==> src/rtl/regbank_io_pkg.sv <==
// Shared types and constants for the board-input register-bank writer.
// Holds the FSM state encoding, the default debounce length and the write counter width.
package regbank_io_pkg;

    localparam int DEFAULT_DEBOUNCE_CYCLES = 500000;
    localparam int WRITE_COUNT_W           = 8;

    typedef enum logic [1:0] {
        IDLE  = 2'd0,
        WRITE = 2'd1,
        HOLD  = 2'd2
    } wr_state_e;

endpackage

==> src/rtl/regbank_input_writer_btn_debouncer.sv <==
// Two-flop synchroniser plus debounce counter for a raw push-button.
// db_level_o only changes after DEBOUNCE_CYCLES consecutive samples that disagree with it.
module btn_debouncer
    import regbank_io_pkg::*;
#(
    parameter int DEBOUNCE_CYCLES = DEFAULT_DEBOUNCE_CYCLES
) (
    input  logic clock_50Mhz,
    input  logic reset,
    input  logic btn_i,
    output logic db_level_o
);

    localparam int CNT_W = (DEBOUNCE_CYCLES > 1) ? $clog2(DEBOUNCE_CYCLES) : 1;
    localparam logic [CNT_W-1:0] CNT_LAST = CNT_W'(DEBOUNCE_CYCLES - 1);

    logic             s1_q;
    logic             s2_q;
    logic             db_q;
    logic             db_d;
    logic [CNT_W-1:0] cnt_q;
    logic [CNT_W-1:0] cnt_d;

    // Any sample that agrees with the accepted level restarts the run.
    always_comb begin
        cnt_d = '0;
        db_d  = db_q;
        if (s2_q != db_q) begin
            if (cnt_q == CNT_LAST) begin
                db_d = s2_q;
            end else begin
                cnt_d = cnt_q + CNT_W'(1);
            end
        end
    end

    always_ff @(posedge clock_50Mhz or posedge reset) begin
        if (reset) begin
            s1_q  <= 1'b0;
            s2_q  <= 1'b0;
            db_q  <= 1'b0;
            cnt_q <= '0;
        end else begin
            s1_q  <= btn_i;
            s2_q  <= s1_q;
            db_q  <= db_d;
            cnt_q <= cnt_d;
        end
    end

    assign db_level_o = db_q;

endmodule

==> src/rtl/regbank_input_writer.sv <==
// Board-input front end: one registered register-bank write (we3/A3/WD3) per debounced press.
// Build option ADDR_AUTO_INC_EN: writes after the first one since reset use the previous A3 + 1.
module regbank_input_writer
    import regbank_io_pkg::*;
#(
    parameter int WIDTH           = 3,
    parameter int SIZE            = 2,
    parameter int DEBOUNCE_CYCLES = DEFAULT_DEBOUNCE_CYCLES
) (
    input  logic                     clock_50Mhz,
    input  logic                     reset,
    input  logic                     btn_write,
    input  logic [SIZE-1:0]          sw_addr,
    input  logic [WIDTH-1:0]         sw_data,
    output logic                     we3,
    output logic [SIZE-1:0]          A3,
    output logic [WIDTH-1:0]         WD3,
    output logic                     busy,
    output logic [WRITE_COUNT_W-1:0] write_count
);

    logic                     db_level;
    wr_state_e                state_q;
    wr_state_e                state_d;
    logic                     we3_q;
    logic                     we3_d;
    logic [SIZE-1:0]          a3_q;
    logic [SIZE-1:0]          a3_d;
    logic [WIDTH-1:0]         wd3_q;
    logic [WIDTH-1:0]         wd3_d;
    logic [WRITE_COUNT_W-1:0] count_q;
    logic [WRITE_COUNT_W-1:0] count_d;
    logic [SIZE-1:0]          next_addr;
`ifdef ADDR_AUTO_INC_EN
    logic                     first_q;
    logic                     first_d;
`endif

    btn_debouncer #(
        .DEBOUNCE_CYCLES(DEBOUNCE_CYCLES)
    ) u_debouncer (
        .clock_50Mhz(clock_50Mhz),
        .reset      (reset),
        .btn_i      (btn_write),
        .db_level_o (db_level)
    );

`ifdef ADDR_AUTO_INC_EN
    assign next_addr = first_q ? sw_addr : a3_q + SIZE'(1);
`else
    assign next_addr = sw_addr;
`endif

    // HOLD only exits on a released level, so a high level seen in IDLE is always a fresh press.
    always_comb begin
        state_d = state_q;
        we3_d   = 1'b0;
        a3_d    = a3_q;
        wd3_d   = wd3_q;
        count_d = count_q;
`ifdef ADDR_AUTO_INC_EN
        first_d = first_q;
`endif
        unique case (state_q)
            IDLE: begin
                if (db_level) begin
                    state_d = WRITE;
                    we3_d   = 1'b1;
                    a3_d    = next_addr;
                    wd3_d   = sw_data;
`ifdef ADDR_AUTO_INC_EN
                    first_d = 1'b0;
`endif
                end
            end
            WRITE: begin
                state_d = HOLD;
                count_d = count_q + WRITE_COUNT_W'(1);
            end
            HOLD: begin
                if (!db_level) begin
                    state_d = IDLE;
                end
            end
            default: state_d = IDLE;
        endcase
    end

    always_ff @(posedge clock_50Mhz or posedge reset) begin
        if (reset) begin
            state_q <= IDLE;
            we3_q   <= 1'b0;
            a3_q    <= '0;
            wd3_q   <= '0;
            count_q <= '0;
`ifdef ADDR_AUTO_INC_EN
            first_q <= 1'b1;
`endif
        end else begin
            state_q <= state_d;
            we3_q   <= we3_d;
            a3_q    <= a3_d;
            wd3_q   <= wd3_d;
            count_q <= count_d;
`ifdef ADDR_AUTO_INC_EN
            first_q <= first_d;
`endif
        end
    end

    assign we3         = we3_q;
    assign A3          = a3_q;
    assign WD3         = wd3_q;
    assign busy        = (state_q != IDLE);
    assign write_count = count_q;

endmodule

==> config.mk <==
export PLATFORM = sky130hd
export DESIGN_NAME = regbank_input_writer
export DESIGN_NICKNAME = d
export VERILOG_FILES = /design/src/rtl/regbank_io_pkg.sv /design/src/rtl/regbank_input_writer_btn_debouncer.sv /design/src/rtl/regbank_input_writer.sv
export SDC_FILE = /design/constraint.sdc
export NUM_CORES = 1
export LEC_CHECK = 0
export BUFFER_PORTS_ARGS = -buffer_cell sky130_fd_sc_hd__buf_2
export CAP_MARGIN = 20
export CORE_ASPECT_RATIO = 0.9
export CORE_MARGIN = 5
export CORE_UTILIZATION = 56
export DETAILED_ROUTE_END_ITERATION = 7
export PLACE_DENSITY_LB_ADDON = 0.05
export SLEW_MARGIN = 25
export SYNTH_ARGS = -nofsm -noshare
export SYNTH_HDL_FRONTEND = slang
export SYNTH_HIERARCHICAL = 1
export SYNTH_SLANG_ARGS = --single-unit
==> constraint.sdc <==
create_clock -name clock_50Mhz -period 2.21 [get_ports clock_50Mhz]
set_input_delay 0.221 -clock clock_50Mhz [delete_from_list [all_inputs] [get_ports clock_50Mhz]]
set_output_delay 0.221 -clock clock_50Mhz [all_outputs]
set_load 0.05 [all_outputs]
==> After elaboration in Yosys (flattened, before gate mapping) <==
Cells that the tools add are included.
{ "totals": {"elab_cells": 29, "mem_count": 0, "mem_bits_ro": 0, "in_bits": 8, "regBits": 38, "latchBits": 0, "ramBits": 0, "output_inout_bits": 15} }
{ "op_classes": {"div": 0, "mul": 0, "mux": 7, "bitwise": 0, "n_lt_le_gt_ge": 0, "n_shift": 0, "reduce_logical": 5, "add_sub_neg": 2, "n_eq_ne": 6} }
{ "op_table": {"columns": ["operator", "n"], "rows": [
  ["two-way mux 19 bit", 2],
  ["adder 19 x 1 -> 19 bit (second input constant)", 1],
  ["equality test 19 bit (second input constant)", 1],
  ["adder 8 x 1 -> 8 bit (second input constant)", 1],
  ["one-hot mux 2 bit (3 select lines)", 1],
  ["AND reduction 2 bit", 3],
  ["two-way mux 2 bit", 2],
  ["equality test 2 x 1 -> 1 bit (second input constant)", 1],
  ["equality test 2 bit (second input constant)", 1],
  ["logical NOT 2 bit", 1],
  ["two-way mux 1 bit", 2],
  ["!= test 2 x 1 -> 1 bit (second input constant)", 1],
  ["!= test 2 bit (second input constant)", 1],
  ["nonzero test 2 bit", 1],
  ["!= test 1 bit", 1]
]} }

==> Logic depth before layout (Yosys ltp) <==
Gate-level depths: netlist (run 1).
{ "depth": {"depth_word": 3, "mapped_depth": 7, "ltp_nobuf": 5} }

==> By module <==
The synthesis (run 1) kept the hierarchy.
{ "modules_own_cells": {"columns": ["module", "seq_area_each_um2", "area_each_um2", "n_inst", "cells_each"], "rows": [
  ["btn_debouncer", 550.5, 1091.0, 1, 103],
  ["regbank_input_writer", 400.4, 658.1, 1, 47]
]} }

==> Least setup slack after synthesis (run 1) <==
No wires, ideal clock.
{ "synth_timing": {"path_type": "reg2reg", "from": "reg u_debouncer.cnt_q[11]", "to": "reg u_debouncer.cnt_q[10]", "t_arrival_ns": 1.525, "t_required_ns": 2.091, "path_stages_with_launch": 7, "n_path_buf": 2, "setup_time_ns": 0.119, "path_slack_ns": 0.567, "synth_period_minus_slack_ns": 1.643, "cell_sequence": "dfrtp_1 -> or4_4 -> nor3_2 -> a21bo_1 -> buf_6 -> buf_12 -> nor2_1"} }
{ "synth_via": {"elab_chain_len": 3} }
{ "synth_lines": {"columns": ["element", "line_no", "text"], "rows": [
  ["start: declaration", "regbank_input_writer_btn_debouncer.sv:21", "logic [CNT_W-1:0] cnt_q;"],
  ["start signal: assignment", "regbank_input_writer_btn_debouncer.sv:47", "cnt_q <= cnt_d;"],
  ["equality test 19 bit", "regbank_input_writer_btn_debouncer.sv:29", "if (cnt_q == CNT_LAST) begin"],
  ["two-way mux 19 bit", "regbank_input_writer_btn_debouncer.sv:29", null],
  ["two-way mux 19 bit", "regbank_input_writer_btn_debouncer.sv:28", "if (s2_q != db_q) begin"],
  ["via u_debouncer.cnt_d[10]", "regbank_input_writer_btn_debouncer.sv:22", "logic [CNT_W-1:0] cnt_d;"]
]} }
The timed path passes the listed nets, and every way through them passes these cells.
A chain may end at the register's enable or synchronous reset.

==> Worst setup path in the final report (run 1) <==
{ "layout_timing": {"from": "reg u_debouncer.cnt_q[11]", "to": "reg u_debouncer.cnt_q[5]"} }
The elaborated chain is that of the path after synthesis.

==> impl_metrics.yaml, run 1 <==
cts:
  clk_latency_ps: 340
  cts_sinks: 38
  cts_buffer_depth: 2
  cts_tree: "yes"
  cts.htree.levels: 2
  cts_inserted_buffers: 5
  path_clk_slew_ps: 110
  cts_resized: 0
  cts_root_buf: "clkbuf_4"
synth:
  ys_warn_count: 6
  dominantRegCellSynth: "dfrtp_1"
  synth-async-reset-ratio_pct: 100
  synthCells: 150
  syn_nets: 160
  synth_area_mm2: 0.00175
  synth.distinct_cells: 40
  ys_seq_area_share_pct: 54.4
  ys_ff_latch: 38
  synth_edf_count: 0
  avgSynthCellArea_um2: 11.7
die:
  die_h_um: 63.0
  start_util_pct: 57.9
  num_rows: 19
  io_pins: 23
  dieArea_mm2: 0.00434
  die_w_um: 68.9
  core_mm2: 0.00302
hold_path:
  worstHoldPathCells: 2
  min_path_type: "input pin to flop"
cells_and_area:
  final_cell_mix: "dfrtp_1 (38), buf_2 (22), nor2_1 (17)"
  final_cells: 220
  stdcell_area_mm2: 0.00200
  area_growth_pct: 14.5
  nets: 187
  final_util_pct: 66.3
  diodes: 0
  layout_commonest_cell: "dfrtp_1"
  drive_above_1_share_pct: 24.7
routing:
  drtIter0Drc: 68
  vias: 1193
  finalWirelength_mm: 3.09
  vias_per_cell: 5.42
  final_antenna_net_count: 0
  avgRoutedWirePerCell_um: 14.1
  drt-pass1-iter-count: 4
  drcViolationCount: 0
place:
  place_area_mm2: 0.00187
  io_buffers: 22
  hpwlAfterDp_mm: 2.21
  gpl.final_weighted_congestion: 0.859
  place_inst: 210
pwr:
  p_switching_uw: 254
  p_comb_share_pct: 2.7
  p_leak_nw: 0.969
  peakVddDrop_uv: 466
  power_frac_seq_pct: 52.3
  p_per_area_mw_per_mm2: 674
  cellInternalPower_mw: 1.10
  power.clock.fraction_pct: 44.9
  p_sw_share_pct: 18.8
setup_path:
  worstPathMaxFanout: 17
  worstSetupPathType: "flop to flop"
  critPathCaptureType: "flop"
  worstPathRequired_ps: 2420
  crit_arrival_ps: 2150
  cp-start-kind: "flop"
  reg2reg_depth: 4
sta:
  layout_worst_path_cycle_share_pct: 87.9
  fmax_ghz: 0.515
  worst_pin_slew_ps: 845
  setup_tns_ps: 0
  rsz0062_at_grt: "no"
  maxSlewViolCount: 0
  fin_crit_ps: 1940
  clock_skew_ps: 7.56
  setup_viol: 0
  slew-limit-headroom_pct: 43.6
  final-hold-violation-count: 0
grt:
  grt-ovfl-total: 0
  antenna_found_initial: 0
  grt_pass1_wl_mm: 5.51
  globalRouteTotalUtil_pct: 17.1
  grt_pass1_vias: 1180
  grt_max_degree: 23
status:
  status: "finished clean"
flow_run:
  maxCapViolCount: 0
## registers in the layout, indices dropped and copies added (netlist names)
name / flops
A3: 2
WD3: 3
state_q: 2
u_debouncer/cnt_q: 19
u_debouncer/db_level_o: 1
u_debouncer/s1_q: 1
u_debouncer/s2_q: 1
we3: 1
write_count: 8
## worst max-delay path: stages, from the launching register on
cell and delay (ps):
dfrtp_1 440, or4_4 550, nor3_2 220, a21bo_1 490, nor2_1 120
## stage by stage
stage	total power [mW]	hold slack, ps	setup slack, ps
3_5_place_dp	0.756	326	262
5_1_grt	1.41	72.2	114
2_1_floorplan	0.746	135	567
3_3_place_gp	0.753	308	365
4_1_cts	1.37	85.1	245
6_report	1.35	105	268
## routing by layer
layer / part of all wire, % / track usage (%)
met1: 48 / 22.8
met3: 5.8 / 6.47
met2: 44 / 25.5
met4: 1.5 / 5.11
met5: 0 / 0
## repair_timing
action,CTS,global route
hold buffers,2,0
endpoints found under the hold margin,17,0
buffers inserted,0,0
## path summary, 6_finish.rpt
| check | startpoint | end | slack [ps] |
|---|---|---|---|
| hold reg to reg | u_debouncer/s1_q | u_debouncer/s2_q | 370 |
| setup / recovery | u_debouncer/cnt_q[11] | u_debouncer/cnt_q[5] | 270 |
| max in group asynchronous | reset | u_debouncer/cnt_q[9] | 1090 |
| hold / removal | sw_addr[0] | A3[0] | 100 |
| min in group asynchronous | reset | WD3[0] | 490 |
| setup reg to reg | u_debouncer/cnt_q[11] | u_debouncer/cnt_q[5] | 270 |
## final cells by class
type	count	area, µm²
Tap cell	42	52.6
Fill cell	252	1020
Clock inverter	2	60.1
Clock buffer	6	51.3
Sequential cell	38	951
Inverter	2	7.51
Multi-Input combinational cell	106	751
Timing Repair Buffer	24	130
## synth_stat cells, drive strengths merged, types with 3 or more instances
| cell | instances | area, µm² |
|---|---|---|
| nand2 | 11 | 41.3 |
| and4 | 3 | 27.5 |
| xor2 | 10 | 87.6 |
| xnor2 | 12 | 105 |
| nand4 | 5 | 31.3 |
| and3 | 4 | 25.0 |
| mux2 | 7 | 82.6 |
| nor2 | 17 | 63.8 |
| dfrtp | 38 | 951 |
| nand3 | 7 | 35.0 |
| nor3 | 3 | 25.0 |
| a21oi | 3 | 15.0 |
## cells by family after synthesis
logic type               share of synthesized area, %
AO/OA/AOI/OAI                                    2.65
flip-flops                                       54.4
buffers and inverters                            2.72
XOR/XNOR                                         11.0
multiplexers                                     4.72
AND/OR/NAND/NOR                                  23.1
adder cells (fa/ha/maj)                          1.43
## power by group through the flow
stage | Sequential (mW) | Clock, mW | Combinational [mW]
final | 0.707 | 0.607 | 0.0370
after global routing | 0.708 | 0.656 | 0.0443
after CTS | 0.707 | 0.621 | 0.0385
after detailed placement | 0.721 | 0 | 0.0356
after global placement | 0.720 | 0 | 0.0333
after floorplan | 0.719 | 0 | 0.0276
No activity file was read; power rests on OpenSTA's default activity.
==> run 2: changes to the inputs <==
CORE_UTILIZATION = 60   (was 56)
CTS_CLUSTER_DIAMETER = 200   (was unset)
clock period = 2.4 ns   (was 2.21 ns; I/O delays follow)
==> run 2 against run 1 <==
  * Cell count is 0.91% lower
  * Power is 24% lower
  * Sequential share of layout area is 1.3 points higher
  * Register-to-register slack better by 220 ps
  * Core utilization is 4.0 points higher
  * Combinational power is 8.9% lower
  * Fmax is 1.4% higher
  * Clock skew hardly changed
  * Critical path type unchanged
==> impl_metrics.yaml, run 2 (same netlist as run 1, synthesis figures left out) <==
sta:
  fmax_ghz: 0.522
  fin_crit_ps: 1910
  setup_ws_ps: 486
  maxSlewViolCount: 0
  worst_pin_slew_ps: 794
  rsz0062_at_grt: "no"
  setup_tns_ps: 0
  slew-limit-headroom_pct: 47.0
  layout_worst_path_cycle_share_pct: 79.8
  final-hold-violation-count: 0
  setup_viol: 0
  clock_skew_ps: 7.55
pwr:
  peakVddDrop_uv: 427
  cellInternalPower_uw: 799
  p_sw_share_pct: 21.7
  power_frac_seq_pct: 63.8
  p_leak_nw: 0.946
  power.clock.fraction_pct: 32.9
  p_comb_share_pct: 3.3
  p_switching_uw: 221
  p_per_area_mw_per_mm2: 523
setup_path:
  crit_arrival_ps: 2110
  worstPathMaxFanout: 17
  worstSetupPathType: "flop to flop"
  critPathCaptureType: "flop"
  cp-start-kind: "flop"
  worstPathRequired_ps: 2600
cts:
  cts_sinks: 38
  cts_resized: 0
  clk_latency_ps: 330
  cts_inserted_buffers: 5
  cts_root_buf: "clkbuf_4"
  cts.htree.levels: 2
  holdBufCountCts: 2
  path_clk_slew_ps: 110
  cts_tree: "yes"
  cts_setup_buffers: 0
  cts_buffer_depth: 2
routing:
  vias_per_cell: 5.38
  drtIter0Drc: 84
  avgRoutedWirePerCell_um: 14.2
  drt-pass1-iter-count: 4
  vias: 1172
  drcViolationCount: 0
  final_antenna_net_count: 0
  finalWirelength_mm: 3.10
cells_and_area:
  drive_above_1_share_pct: 24.2
  nets: 187
  area_growth_pct: 11.4
  final_cell_mix: "dfrtp_1 (38), buf_2 (22), nor2_1 (17)"
  regMostFlops: "u_debouncer/cnt_q"
  largest_register_ffs: 19
  diodes: 0
  layout_commonest_cell: "dfrtp_1"
place:
  gpl.final_weighted_congestion: 0.791
  io_buffers: 22
  pre_cts_slack_ps: 505
  hpwlAfterDp_mm: 2.27
grt:
  grt_pass1_wl_mm: 5.42
  grt_max_degree: 23
  antenna_found_initial: 0
  grt-ovfl-total: 0
  globalRouteTotalUtil_pct: 17.9
  grt_pass1_vias: 1179
die:
  start_util_pct: 63.1
  die_w_um: 66.9
  io_pins: 23
  dieArea_mm2: 0.00410
  die_h_um: 61.2
  core_mm2: 0.00277
  num_rows: 18
flow_run:
  maxCapViolCount: 0
hold_path:
  min_path_type: "input pin to flop"
status:
  status: "finished clean"
## run 2: layout make-up
type | count | area, µm²
Multi-Input combinational cell | 106 | 751
Sequential cell | 38 | 951
Timing Repair Buffer | 24 | 130
Inverter | 2 | 7.51
Tap cell | 40 | 50.0
Clock buffer | 7 | 55.1
Clock inverter | 1 | 5.00
Fill cell | 207 | 821
## run 2: path summary, 6_finish.rpt
| check | to | depth (start not counted) | slack (ps) | start |
|---|---|---|---|---|
| max | u_debouncer/cnt_q[11] | 4 | 490 | u_debouncer/cnt_q[11] |
| min | WD3[1] | 2 | 140 | sw_data[1] |
| max reg2reg | u_debouncer/cnt_q[11] | 4 | 490 | u_debouncer/cnt_q[11] |
| min reg2reg | u_debouncer/s2_q | 0 | 360 | u_debouncer/s1_q |
| max in group asynchronous | u_debouncer/cnt_q[17] | 3 | 1300 | reset |
| min in group asynchronous | write_count[5] | 3 | 520 | reset |
## run 2: per-stage QoR
step | instance area [µm²] | power (mW) | utilization [%] | std cells | hold WS (ps)
after floorplan | 1750 | 0.687 | - | 150 | 154
after global placement | 1870 | 0.693 | 67.5 | 208 | 330
after detailed placement | 1870 | 0.695 | 67.5 | 208 | 335
after CTS | 1950 | 1.04 | 70.4 | 218 | 117
after global routing | 1950 | 1.07 | 70.4 | 218 | 118
final | 1950 | 1.02 | 70.4 | 218 | 137
## run 2: worst max-delay path, stage by stage (launching register included)
cell and delay [ps]:
dfrtp_1 440, or4_4 550, nor3_2 220, a21bo_1 470
nor2_1 110
## run 2: layer usage
| layer | track usage (%) | vias up | share of wire [%] |
|---|---|---|---|
| li1 | - | 577 | - |
| met1 | 24.1 | 566 | 47 |
| met2 | 28.1 | 27 | 48 |
| met3 | 4.74 | 2 | 5.0 |
| met4 | 6.94 | 0 | 0.29 |
| met5 | 0 | - | 0 |
## run 2: power groups by stage
| stage | Combinational [mW] | Sequential, mW | Clock [mW] |
|---|---|---|---|
| global route | 0.0400 | 0.652 | 0.378 |
| global placement | 0.0304 | 0.663 | 0 |
| floorplan | 0.0254 | 0.662 | 0 |
| CTS | 0.0353 | 0.651 | 0.350 |
| detailed placement | 0.0323 | 0.663 | 0 |
| finish | 0.0337 | 0.650 | 0.336 |
